$ cat src/rtl/lsu_pkg.sv
// Shared constants and state encoding for the load/store unit.
package lsu_pkg;

  localparam logic [1:0] SZ_B = 2'b00;
  localparam logic [1:0] SZ_H = 2'b01;
  localparam logic [1:0] SZ_W = 2'b10;

  localparam int WORD_BYTES = 4;

  typedef enum logic [1:0] {IDLE, RD, WR, RESP} lsu_state_t;

endpackage

$ cat src/rtl/lsu_rmw_if.sv
// CPU-side request/response port of the load/store unit.
interface lsu_rmw_if #(parameter int ADDR_W = 32);

  logic              req_valid;
  logic              req_ready;
  logic              req_we;
  logic [1:0]        req_size;
  logic              req_unsigned;
  logic [ADDR_W-1:0] req_addr;
  logic [31:0]       req_wdata;
  logic              resp_valid;
  logic [31:0]       resp_rdata;
  logic              resp_err;

  modport master (
    output req_valid, req_we, req_size, req_unsigned, req_addr, req_wdata,
    input  req_ready, resp_valid, resp_rdata, resp_err
  );

  modport slave (
    input  req_valid, req_we, req_size, req_unsigned, req_addr, req_wdata,
    output req_ready, resp_valid, resp_rdata, resp_err
  );

endinterface

$ cat src/rtl/lsu_align.sv
// Byte-lane datapath: load extraction with sign/zero extension, and
// sub-word merge of store data into an existing memory word.
module lsu_align
  import lsu_pkg::*;
(
  input  logic [31:0] word,
  input  logic [31:0] wdata,
  input  logic [1:0]  lane,
  input  logic [1:0]  size,
  input  logic        is_unsigned,
  output logic [31:0] load_data,
  output logic [31:0] store_data
);

  logic [7:0]  byte_sel;
  logic [15:0] half_sel;

  assign byte_sel = word[{lane, 3'b000} +: 8];
  assign half_sel = lane[1] ? word[31:16] : word[15:0];

  always_comb begin
    load_data = word;
    case (size)
      SZ_B:    load_data = is_unsigned ? {24'b0, byte_sel} : {{24{byte_sel[7]}}, byte_sel};
      SZ_H:    load_data = is_unsigned ? {16'b0, half_sel} : {{16{half_sel[15]}}, half_sel};
      default: load_data = word;
    endcase
  end

  // Each byte lane either takes new store data or keeps the old word's byte.
  generate
    for (genvar gi = 0; gi < WORD_BYTES; gi++) begin : g_lane
      localparam logic [1:0] LANE = 2'(gi);
      logic       hit;
      logic [7:0] src;

      assign hit = (size == SZ_B) ? (lane == LANE) :
                   (size == SZ_H) ? (lane[1] == LANE[1]) : 1'b1;
      assign src = (size == SZ_B) ? wdata[7:0] :
                   (size == SZ_H) ? (LANE[0] ? wdata[15:8] : wdata[7:0]) :
                   wdata[8*gi +: 8];
      assign store_data[8*gi +: 8] = hit ? src : word[8*gi +: 8];
    end
  endgenerate

endmodule

$ cat src/rtl/lsu_rmw.sv
// Load/store unit in front of a whole-word memory; sub-word stores are
// performed as a read cycle followed by a merged full-word write.
module lsu_rmw
  import lsu_pkg::*;
#(
  parameter int MEM_WORDS = 256,
  parameter int ADDR_W    = 32
) (
  input  logic              clk,
  input  logic              rst,
  lsu_rmw_if.slave          bus,
  output logic              mem_read,
  output logic              mem_write,
  output logic [ADDR_W-1:0] mem_addr,
  output logic [31:0]       mem_wdata,
  input  logic [31:0]       mem_rdata
);

  localparam logic [ADDR_W:0] ADDR_LIMIT = (ADDR_W+1)'(MEM_WORDS * WORD_BYTES);

  lsu_state_t        state_reg;
  logic              we_reg;
  logic [1:0]        size_reg;
  logic              unsigned_reg;
  logic [ADDR_W-1:0] addr_reg;
  logic [31:0]       wdata_reg;
  logic              mem_read_reg;
  logic              mem_write_reg;
  logic [ADDR_W-1:0] mem_addr_reg;
  logic [31:0]       mem_wdata_reg;
  logic              resp_valid_reg;
  logic              resp_err_reg;
  logic [31:0]       resp_rdata_reg;
  logic              req_err;
  logic [31:0]       load_data;
  logic [31:0]       store_data;

  always_comb begin
    req_err = 1'b0;
    case (bus.req_size)
      SZ_B:    req_err = 1'b0;
      SZ_H:    req_err = bus.req_addr[0];
      SZ_W:    req_err = |bus.req_addr[1:0];
      default: req_err = 1'b1;
    endcase
    if ({1'b0, bus.req_addr} >= ADDR_LIMIT)
      req_err = 1'b1;
  end

  // Datapath works straight off mem_rdata during RD so the merged word and
  // the load result are both registered at the end of that cycle.
  lsu_align u_align (
    .word        (mem_rdata),
    .wdata       (wdata_reg),
    .lane        (addr_reg[1:0]),
    .size        (size_reg),
    .is_unsigned (unsigned_reg),
    .load_data   (load_data),
    .store_data  (store_data)
  );

  always_ff @(posedge clk) begin
    if (rst) begin
      state_reg      <= IDLE;
      we_reg         <= 1'b0;
      size_reg       <= SZ_B;
      unsigned_reg   <= 1'b0;
      addr_reg       <= '0;
      wdata_reg      <= '0;
      mem_read_reg   <= 1'b0;
      mem_write_reg  <= 1'b0;
      mem_addr_reg   <= '0;
      mem_wdata_reg  <= '0;
      resp_valid_reg <= 1'b0;
      resp_err_reg   <= 1'b0;
      resp_rdata_reg <= '0;
    end else begin
      mem_read_reg   <= 1'b0;
      mem_write_reg  <= 1'b0;
      mem_addr_reg   <= '0;
      mem_wdata_reg  <= '0;
      resp_valid_reg <= 1'b0;
      resp_err_reg   <= 1'b0;
      resp_rdata_reg <= '0;
      case (state_reg)
        IDLE: begin
          if (bus.req_valid) begin
            we_reg       <= bus.req_we;
            size_reg     <= bus.req_size;
            unsigned_reg <= bus.req_unsigned;
            addr_reg     <= bus.req_addr;
            wdata_reg    <= bus.req_wdata;
            if (req_err) begin
              state_reg      <= RESP;
              resp_valid_reg <= 1'b1;
              resp_err_reg   <= 1'b1;
            end else if (bus.req_we && bus.req_size == SZ_W) begin
              state_reg     <= WR;
              mem_write_reg <= 1'b1;
              mem_addr_reg  <= {bus.req_addr[ADDR_W-1:2], 2'b00};
              mem_wdata_reg <= bus.req_wdata;
            end else begin
              state_reg    <= RD;
              mem_read_reg <= 1'b1;
              mem_addr_reg <= {bus.req_addr[ADDR_W-1:2], 2'b00};
            end
          end
        end
        RD: begin
          if (we_reg) begin
            state_reg     <= WR;
            mem_write_reg <= 1'b1;
            mem_addr_reg  <= mem_addr_reg;
            mem_wdata_reg <= store_data;
          end else begin
            state_reg      <= RESP;
            resp_valid_reg <= 1'b1;
            resp_rdata_reg <= load_data;
          end
        end
        WR: begin
          state_reg      <= RESP;
          resp_valid_reg <= 1'b1;
        end
        default: state_reg <= IDLE;
      endcase
    end
  end

  assign bus.req_ready  = (state_reg == IDLE) && !rst;
  assign bus.resp_valid = resp_valid_reg;
  assign bus.resp_err   = resp_err_reg;
  assign bus.resp_rdata = resp_rdata_reg;
  assign mem_read       = mem_read_reg;
  assign mem_write      = mem_write_reg && !rst;
  assign mem_addr       = mem_addr_reg;
  assign mem_wdata      = mem_wdata_reg;

endmodule

$ cat src/flat_wrapper.sv
// flat-port wrapper written by rule: the top's interface ports become plain ports
module lsu_rmw_flat import lsu_pkg::*;
#(
  parameter int MEM_WORDS = 256,
  parameter int ADDR_W    = 32
)
  (clk, rst, mem_read, mem_write, mem_addr, mem_wdata, mem_rdata, bus_req_valid, bus_req_we, bus_req_size, bus_req_unsigned, bus_req_addr, bus_req_wdata, bus_req_ready, bus_resp_valid, bus_resp_rdata, bus_resp_err);
  lsu_rmw_if #(.ADDR_W(ADDR_W)) bus_i ();
  input  logic clk;
  input  logic rst;
  output logic mem_read;
  output logic mem_write;
  output logic [ADDR_W-1:0] mem_addr;
  output logic [31:0] mem_wdata;
  input  logic [31:0] mem_rdata;
  input wire logic [$bits(bus_i.req_valid)-1:0] bus_req_valid;
  input wire logic [$bits(bus_i.req_we)-1:0] bus_req_we;
  input wire logic [$bits(bus_i.req_size)-1:0] bus_req_size;
  input wire logic [$bits(bus_i.req_unsigned)-1:0] bus_req_unsigned;
  input wire logic [$bits(bus_i.req_addr)-1:0] bus_req_addr;
  input wire logic [$bits(bus_i.req_wdata)-1:0] bus_req_wdata;
  output wire logic [$bits(bus_i.req_ready)-1:0] bus_req_ready;
  output wire logic [$bits(bus_i.resp_valid)-1:0] bus_resp_valid;
  output wire logic [$bits(bus_i.resp_rdata)-1:0] bus_resp_rdata;
  output wire logic [$bits(bus_i.resp_err)-1:0] bus_resp_err;
  assign bus_i.req_valid = bus_req_valid;
  assign bus_i.req_we = bus_req_we;
  assign bus_i.req_size = bus_req_size;
  assign bus_i.req_unsigned = bus_req_unsigned;
  assign bus_i.req_addr = bus_req_addr;
  assign bus_i.req_wdata = bus_req_wdata;
  assign bus_req_ready = bus_i.req_ready;
  assign bus_resp_valid = bus_i.resp_valid;
  assign bus_resp_rdata = bus_i.resp_rdata;
  assign bus_resp_err = bus_i.resp_err;
  lsu_rmw #(.MEM_WORDS(MEM_WORDS), .ADDR_W(ADDR_W)) u_core (.clk(clk), .rst(rst), .bus(bus_i), .mem_read(mem_read), .mem_write(mem_write), .mem_addr(mem_addr), .mem_wdata(mem_wdata), .mem_rdata(mem_rdata));
endmodule
$ cat config.mk
export PLATFORM = sky130hd
export DESIGN_NAME = lsu_rmw_flat
export DESIGN_NICKNAME = d
export VERILOG_FILES = /design/src/rtl/lsu_pkg.sv /design/src/rtl/lsu_rmw_if.sv /design/src/rtl/lsu_align.sv /design/src/rtl/lsu_rmw.sv /design/src/flat_wrapper.sv
export SDC_FILE = /design/constraint.sdc
export NUM_CORES = 1
export LEC_CHECK = 0
export ABC_AREA = 1
export CAP_MARGIN = 30
export CORE_MARGIN = 10
export CORE_UTILIZATION = 25
export CTS_CLUSTER_SIZE = 8
export DETAILED_ROUTE_END_ITERATION = 6
export GPL_ROUTABILITY_DRIVEN = 0
export HOLD_SLACK_MARGIN = 0.05
export SLEW_MARGIN = 20
export SYNTH_ARGS = -nofsm -noshare
export SYNTH_HDL_FRONTEND = slang
export SYNTH_SLANG_ARGS = --single-unit
$ cat constraint.sdc
create_clock -name clk -period 2 [get_ports clk]
set_input_delay 0.2 -clock clk [delete_from_list [all_inputs] [get_ports clk]]
set_output_delay 0.2 -clock clk [all_outputs]
set_load 0.005 [all_outputs]
==> impl_metrics.json, run 1 <==
{
  "outcome": "completed",
  "ys_warn_count": 0,
  "power_switching_mw": 3.24,
  "globalRouteTotalUtil": 0.144,
  "syn2layout_area_growth_pct": 47.9,
  "p_seq_frac": 0.353,
  "register_area_mm2": 0.00276,
  "multi_input_area_mm2": 0.00258,
  "yosysTopAreaCellShare": 0.463,
  "worstPathRequired_ns": 2.35,
  "ctsHoldBuffers": 0,
  "setup_violations": 0,
  "p_int_mw": 5.89,
  "worstPathArrival_ns": 2.13,
  "dr.pass1.iters": 5,
  "detailed_place_hpwl_mm": 17.3,
  "cts_tree": "built",
  "cts.path.max_buffers": 2,
  "ios": 204,
  "die_area_mm2": 0.0305,
  "layout.nets": 1110,
  "vias": 6050,
  "die_w_um": 175,
  "clockRootBuffer": "clkbuf_16",
  "wl_per_cell_um": 16.9,
  "finalHoldViolations": 0,
  "syn_area_per_cell_um2": 7.31,
  "fin_crit_sh": 0.889,
  "p_leak_nw": 3.52,
  "drt-total-wl_mm": 22.6,
  "worstSetupPathType": "reg2reg",
  "grt_overflow_total": 0,
  "skew_ns": 0.0102,
  "drc": 0,
  "grt_setup_unrepaired": "no",
  "cts_made_buffers": 17,
  "grt_max_degree": 58,
  "grt_pass1_wl_mm": 34.2,
  "die_h_um": 175,
  "drv_slew": 0,
  "diodes": 0,
  "power_density_mw_per_mm2": 1030,
  "timing.setup.tns_ns": 0,
  "switching_share": 0.355,
  "p_comb_frac": 0.317,
  "antenna_left": 0,
  "tightest_slew_ns": 0.550,
  "relSlewSlack": 0.633,
  "cts_max_level": 4,
  "final.min_clock_period_ns": 1.78,
  "clkPwrFrac": 0.330,
  "via_per_inst": 4.53,
  "synthCells": 817,
  "initial_core_util": 0.254,
  "drt-initial-drc-count": 566,
  "ir_drop_mv": 0.679,
  "end_kind": "flop",
  "numPortBuffers": 201,
  "ys_seq_area_frac": 0.463,
  "start_kind": "flop",
  "clock-sinks": 138,
  "core.rowCount": 56,
  "clkLatencyLatePin_ns": 0.43,
  "synth_top_area_cell": "dfxtp_1",
  "fmax_mhz": 562,
  "drv_cap": 0,
  "synth_seq_cells": 138,
  "fill_cells": 2452,
  "clkSlewWorstSetupHoldPaths_ns": 0.06,
  "worstPathMaxFanout": 12,
  "synth_area_leaders": "dfxtp_1 (46%), nand2_1 (12%), a21oi_1 (8.9%)",
  "whs_ns": 0.0934,
  "hold_path.class": "in2reg",
  "synth_cell_type_count": 32,
  "core-area_mm2": 0.0235,
  "grt_pass1_vias": 5783,
  "antenna_found_initial": 3,
  "drive_gt1_frac": 0.0738,
  "netlist_area_mm2": 0.00597
}
-- through the flow --
stage          power [mW]  std cells  setup WS, ns   util  area (um2)
2_1_floorplan        5.17        818         0.476      -        5970
3_3_place_gp         6.15       1303         0.121  0.352        8270
3_5_place_dp         6.16       1303        0.0817  0.352        8270
4_1_cts              9.19       1335         0.146  0.376        8830
5_1_grt              9.66       1335        0.0152  0.376        8830
6_report             9.13       1335         0.222  0.376        8830
-- layer usage --
metal,GRT usage,up-vias,part of all wire
met3,0.0613,30,0.097
met5,0,-,0.0015
met2,0.220,229,0.45
li1,-,3028,-
met4,0.0477,6,0.015
met1,0.177,2757,0.44
-- power groups by stage --
stage	sequential, mW	combinational (mW)	clock, mW
6_report	3.22	2.90	3.01
5_1_grt	3.25	3.24	3.17
3_5_place_dp	3.28	2.88	0
3_3_place_gp	3.27	2.87	0
2_1_floorplan	3.24	1.93	0
4_1_cts	3.22	2.89	3.08
-- layout by cell type, fill, tap and decap left out, types with 2 or more instances in the layout --
| cell type | count |
|---|---|
| inv_1 | 87 |
| a221oi_1 | 5 |
| clkinv_2 | 4 |
| nand3_1 | 55 |
| o21ai_0 | 32 |
| inv_2 | 7 |
| inv_6 | 2 |
| nand2_1 | 195 |
| conb_1 | 2 |
| dfxtp_1 | 138 |
| a21oi_1 | 106 |
| clkdlybuf4s50_1 | 199 |
| and2_0 | 2 |
| o211ai_2 | 2 |
| nor2_1 | 54 |
| o21ai_2 | 2 |
| nor2_2 | 2 |
| o22ai_1 | 8 |
| clkbuf_16 | 17 |
| nand2_2 | 3 |
| clkinv_4 | 2 |
| o21ai_1 | 14 |
| a22oi_1 | 4 |
| buf_12 | 2 |
| o211ai_1 | 32 |
| nand2_4 | 3 |
| buf_4 | 17 |
| nand3_2 | 2 |
| ha_1 | 4 |
| clkinvlp_4 | 6 |
-- timing repair --
item | CTS | global route
pin swaps | 0 | 0
gates resized for setup | 1 | 1
endpoints found under the setup margin | 1 | 1
buffers inserted | 0 | 0
-- cell families after synthesis --
logic type / Yosys count / share of synthesized area
and+or+nand+nor: 318 / 0.224
AOI/OAI and AO/OA: 207 / 0.198
buffers and inverters: 149 / 0.106
DFF: 138 / 0.463
adders and majority gates: 4 / 0.00838
other: 1 / 0.000628
-- path summary, 6_finish.rpt --
check,cells after the start,endpoint,slack (ns),start
worst max-delay path,8,u_core.mem_wdata[13]$_SDFF_PP0_,0.22,u_core.size_reg[0]$_SDFFE_PP0P_
worst min-delay path,2,u_core.wdata_reg[10]$_SDFFE_PP0P_,0.09,rst
worst max register to register,8,u_core.mem_wdata[13]$_SDFF_PP0_,0.22,u_core.size_reg[0]$_SDFFE_PP0P_
worst min register to register,2,u_core.mem_addr[20]$_SDFFE_PP0P_,0.44,u_core.mem_addr[20]$_SDFFE_PP0P_
-- critical path: stages, from the launching register on --
cell and delay (ns):
dfxtp_1 0.44, inv_2 0.08, nor2_4 0.16, nand2_2 0.21, o21ai_2 0.21, inv_2 0.17
a21oi_1 0.16, o21ai_1 0.09, a21oi_1 0.17
-- Yosys cell counts, drive strengths merged --
| master | count |
|---|---|
| nand3 | 57 |
| ha | 4 |
| conb | 1 |
| nand2 | 201 |
| o22ai | 8 |
| clkinv | 1 |
| o211ai | 34 |
| o21ai | 48 |
| and2 | 2 |
| a221oi | 5 |
| inv | 95 |
| nor2 | 58 |
| a31oi | 1 |
| dfxtp | 138 |
| a211oi | 1 |
| clkbuf | 24 |
| a22oi | 4 |
| a21oi | 106 |
| buf | 29 |
-- final cells by class --
class,instances,area share
clock buffers,18,0.0497
clock inverters,14,0.0139
inverters,96,0.0412
multi-input cells,531,0.292
flip-flops and latches,138,0.313
well taps,319,0.0452
repair buffers,219,0.245
No activity file was read; power rests on OpenSTA's default activity.
==> run 2: changes to the inputs <==
--- a/config.mk
+++ b/config.mk
@@ -5,7 +5,6 @@
 export SDC_FILE = /design/constraint.sdc
 export NUM_CORES = 1
 export LEC_CHECK = 0
-export ABC_AREA = 1
 export CAP_MARGIN = 30
 export CORE_MARGIN = 10
 export CORE_UTILIZATION = 25
==> run 2 against run 1 <==
  * Clock skew is 0.00053 ns lower
  * Largest power group is now the clock network
  * Critical path type is now reg2out
  * Wire length is 8.2% lower
  * Critical path depth is 4 lower
  * Highest routed layer unchanged
  * Synthesized cell count is 25% lower
  * Critical endpoint is now bus_req_ready
==> impl_metrics.json, run 2 <==
{
  "outcome": "completed",
  "antenna_left": 0,
  "synth_seq_cells": 138,
  "register_area_mm2": 0.00276,
  "clkSlewWorstSetupHoldPaths_ns": 0.06,
  "switching_share": 0.295,
  "drt-initial-drc-count": 322,
  "cts.path.max_buffers": 2,
  "core-area_mm2": 0.0218,
  "grt_pass1_vias": 5387,
  "drv_slew": 0,
  "numPortBuffers": 201,
  "worstPathArrival_ns": 1.73,
  "postLayoutCoreUtil": 0.397,
  "cts_tree": "built",
  "p_seq_frac": 0.355,
  "whs_ns": 0.265,
  "cts_made_buffers": 17,
  "clkLatencyLatePin_ns": 0.42,
  "worstSetupPathType": "reg2out",
  "timing.setup.tns_ns": 0,
  "tightest_slew_ns": 0.548,
  "end_kind": "output pin",
  "multi_input_area_mm2": 0.00255,
  "die_w_um": 169,
  "drive_gt1_frac": 0.105,
  "synth_edf_count": 0,
  "ir_drop_mv": 0.588,
  "drt-total-wl_mm": 20.7,
  "drc": 0,
  "power_switching_mw": 2.68,
  "cp_num_buf_inv": 2,
  "fill_cells": 2165,
  "skew_ns": 0.00965,
  "layout_commonest_cell": "clkdlybuf4s50_1",
  "p_comb_frac": 0.263,
  "grt_overflow_total": 0,
  "fmax_mhz": 519,
  "relSlewSlack": 0.632,
  "detailed_place_hpwl_mm": 15.9,
  "vias": 5063,
  "grt_pass1_wl_mm": 31.7,
  "finalPower_mw": 9.10,
  "p_int_mw": 6.42,
  "p_leak_nw": 3.35,
  "synth_commonest_cells": "dfxtp_1 (138), nand2_1 (127), a21oi_1 (58)",
  "initial_core_util": 0.254,
  "synth_top_area_cell": "dfxtp_1",
  "setup_violations": 0,
  "clock-sinks": 138,
  "crit_path_top_delay_cell": "clkdlybuf4s50_1",
  "grt_max_degree": 40,
  "synth_area_leaders": "dfxtp_1 (50%), mux2i_1 (8.7%), nand2_1 (8.6%)",
  "power_density_mw_per_mm2": 1050,
  "async_flop_share": 0,
  "clockRootBuffer": "clkbuf_16",
  "synth_ff_type": "dfxtp_1",
  "clkPwrFrac": 0.381,
  "finalNonFillerCells": 1113,
  "grt_setup_unrepaired": "no",
  "yosysTopAreaCellShare": 0.498,
  "critPathTopFamily": "buffers and inverters",
  "syn_area_per_cell_um2": 9.04,
  "ctsHoldBuffers": 0,
  "wl_per_cell_um": 18.6,
  "synth_cell_type_count": 42,
  "netlist_area_mm2": 0.00555,
  "ys_seq_area_frac": 0.498,
  "synth_most_common_cell": "dfxtp_1",
  "cts_max_level": 4,
  "core.rowCount": 54,
  "synthCells": 614,
  "dr.pass1.iters": 7,
  "start_kind": "flop",
  "final_cell_mix": "clkdlybuf4s50_1 (200), dfxtp_1 (137), nand2_1 (127)",
  "via_per_inst": 4.55,
  "worstPathRequired_ns": 1.80,
  "final.min_clock_period_ns": 1.93,
  "layout.nets": 926,
  "fin_crit_sh": 0.964,
  "ios": 204,
  "globalRouteTotalUtil": 0.142,
  "finalHoldViolations": 0,
  "antenna_found_initial": 4,
  "worstPathMaxFanout": 5,
  "die_h_um": 169,
  "die_area_mm2": 0.0286,
  "syn2layout_area_growth_pct": 56.0,
  "hold_path.class": "in2reg",
  "place_inst": 1080,
  "cpPeakStageDelay_ns": 0.52,
  "crit_chain": "inv_1 -> ha_4 -> nor2b_1 -> clkdlybuf4s50_1",
  "ys_warn_count": 0,
  "drv_cap": 0
}
[run 2: cell types whose count changed after synthesis, moves of 37 or more]
cell / previous run / this run
a21oi_1: 106 / 58
nand3_1: 55 / 1
nand2_1: 195 / 127
nor2_1: 54 / 17
mux2i_1: 0 / 48
inv_1: 89 / 15
[run 2: cell type report]
type,count,share of cell area
Clock inverter,11,0.0212
Clock buffer,20,0.0539
Antenna cell,2,0.000578
Multi-Input combinational cell,416,0.295
Sequential cell,138,0.319
Inverter,15,0.00650
Timing Repair Buffer,231,0.264
Tap cell,280,0.0404
[run 2: logic make-up after synthesis]
family / after synthesis / share of synthesized area
buffers and inverters: 61 / 0.0462
other: 1 / 0.000675
adders and majority gates: 4 / 0.00901
muxes: 65 / 0.123
AOI/OAI and AO/OA: 137 / 0.152
DFF: 138 / 0.498
and+or+nand+nor: 208 / 0.172
[run 2: worst min-delay path, delay by kind of cell]
| kind | cells | cell delay, ns |
|---|---|---|
| AOI/OAI and AO/OA | 1 | 0.07 |
| buffers and inverters | 2 | 0.36 |
[run 2: routing by layer]
metal  vias to the layer above  global-route usage  wire length [um]
met2                       161               0.229              9630
met3                        20              0.0713              2130
li1                       2539                   -                 -
met4                         6              0.0338               271
met5                         -                   0                37
met1                      2337               0.165              8670
[run 2: power groups by stage]
stage | clock network (mW) | logic [mW] | registers (mW)
floorplan | 0 | 1.36 | 3.23
global placement | 0 | 2.34 | 3.28
detailed placement | 0 | 2.36 | 3.29
CTS | 3.54 | 2.37 | 3.23
global route | 3.65 | 2.64 | 3.26
finish | 3.47 | 2.39 | 3.23
[run 2: path summary, 6_finish.rpt]
path	startpoint	endpoint	slack, ns	cells past startpoint
max reg2reg	u_core.state_reg[1]$_SDFFE_PP0P_	u_core.bus.resp_rdata[30]$_SDFF_PP0_	0.14	7
min	rst	u_core.state_reg[0]$_SDFFE_PP0P_	0.27	3
min reg2reg	u_core.wdata_reg[18]$_SDFFE_PP0P_	u_core.wdata_reg[18]$_SDFFE_PP0P_	0.45	2
max	u_core.state_reg[0]$_SDFFE_PP0P_	bus_req_ready	0.07	4
[run 2: stage by stage]
stage	cell area, um2	setup WS [ns]
6_report	8660	0.0715
5_1_grt	8660	0.0154
4_1_cts	8650	0.0306
3_5_place_dp	7990	0.107
3_3_place_gp	7980	0.118
2_1_floorplan	5560	0.217
[run 2: what timing repair did]
item,4_1_cts,5_1_grt
pin swaps,0,0
buffers inserted,0,0
endpoints found under the setup margin,1,2
gates resized for setup,1,3
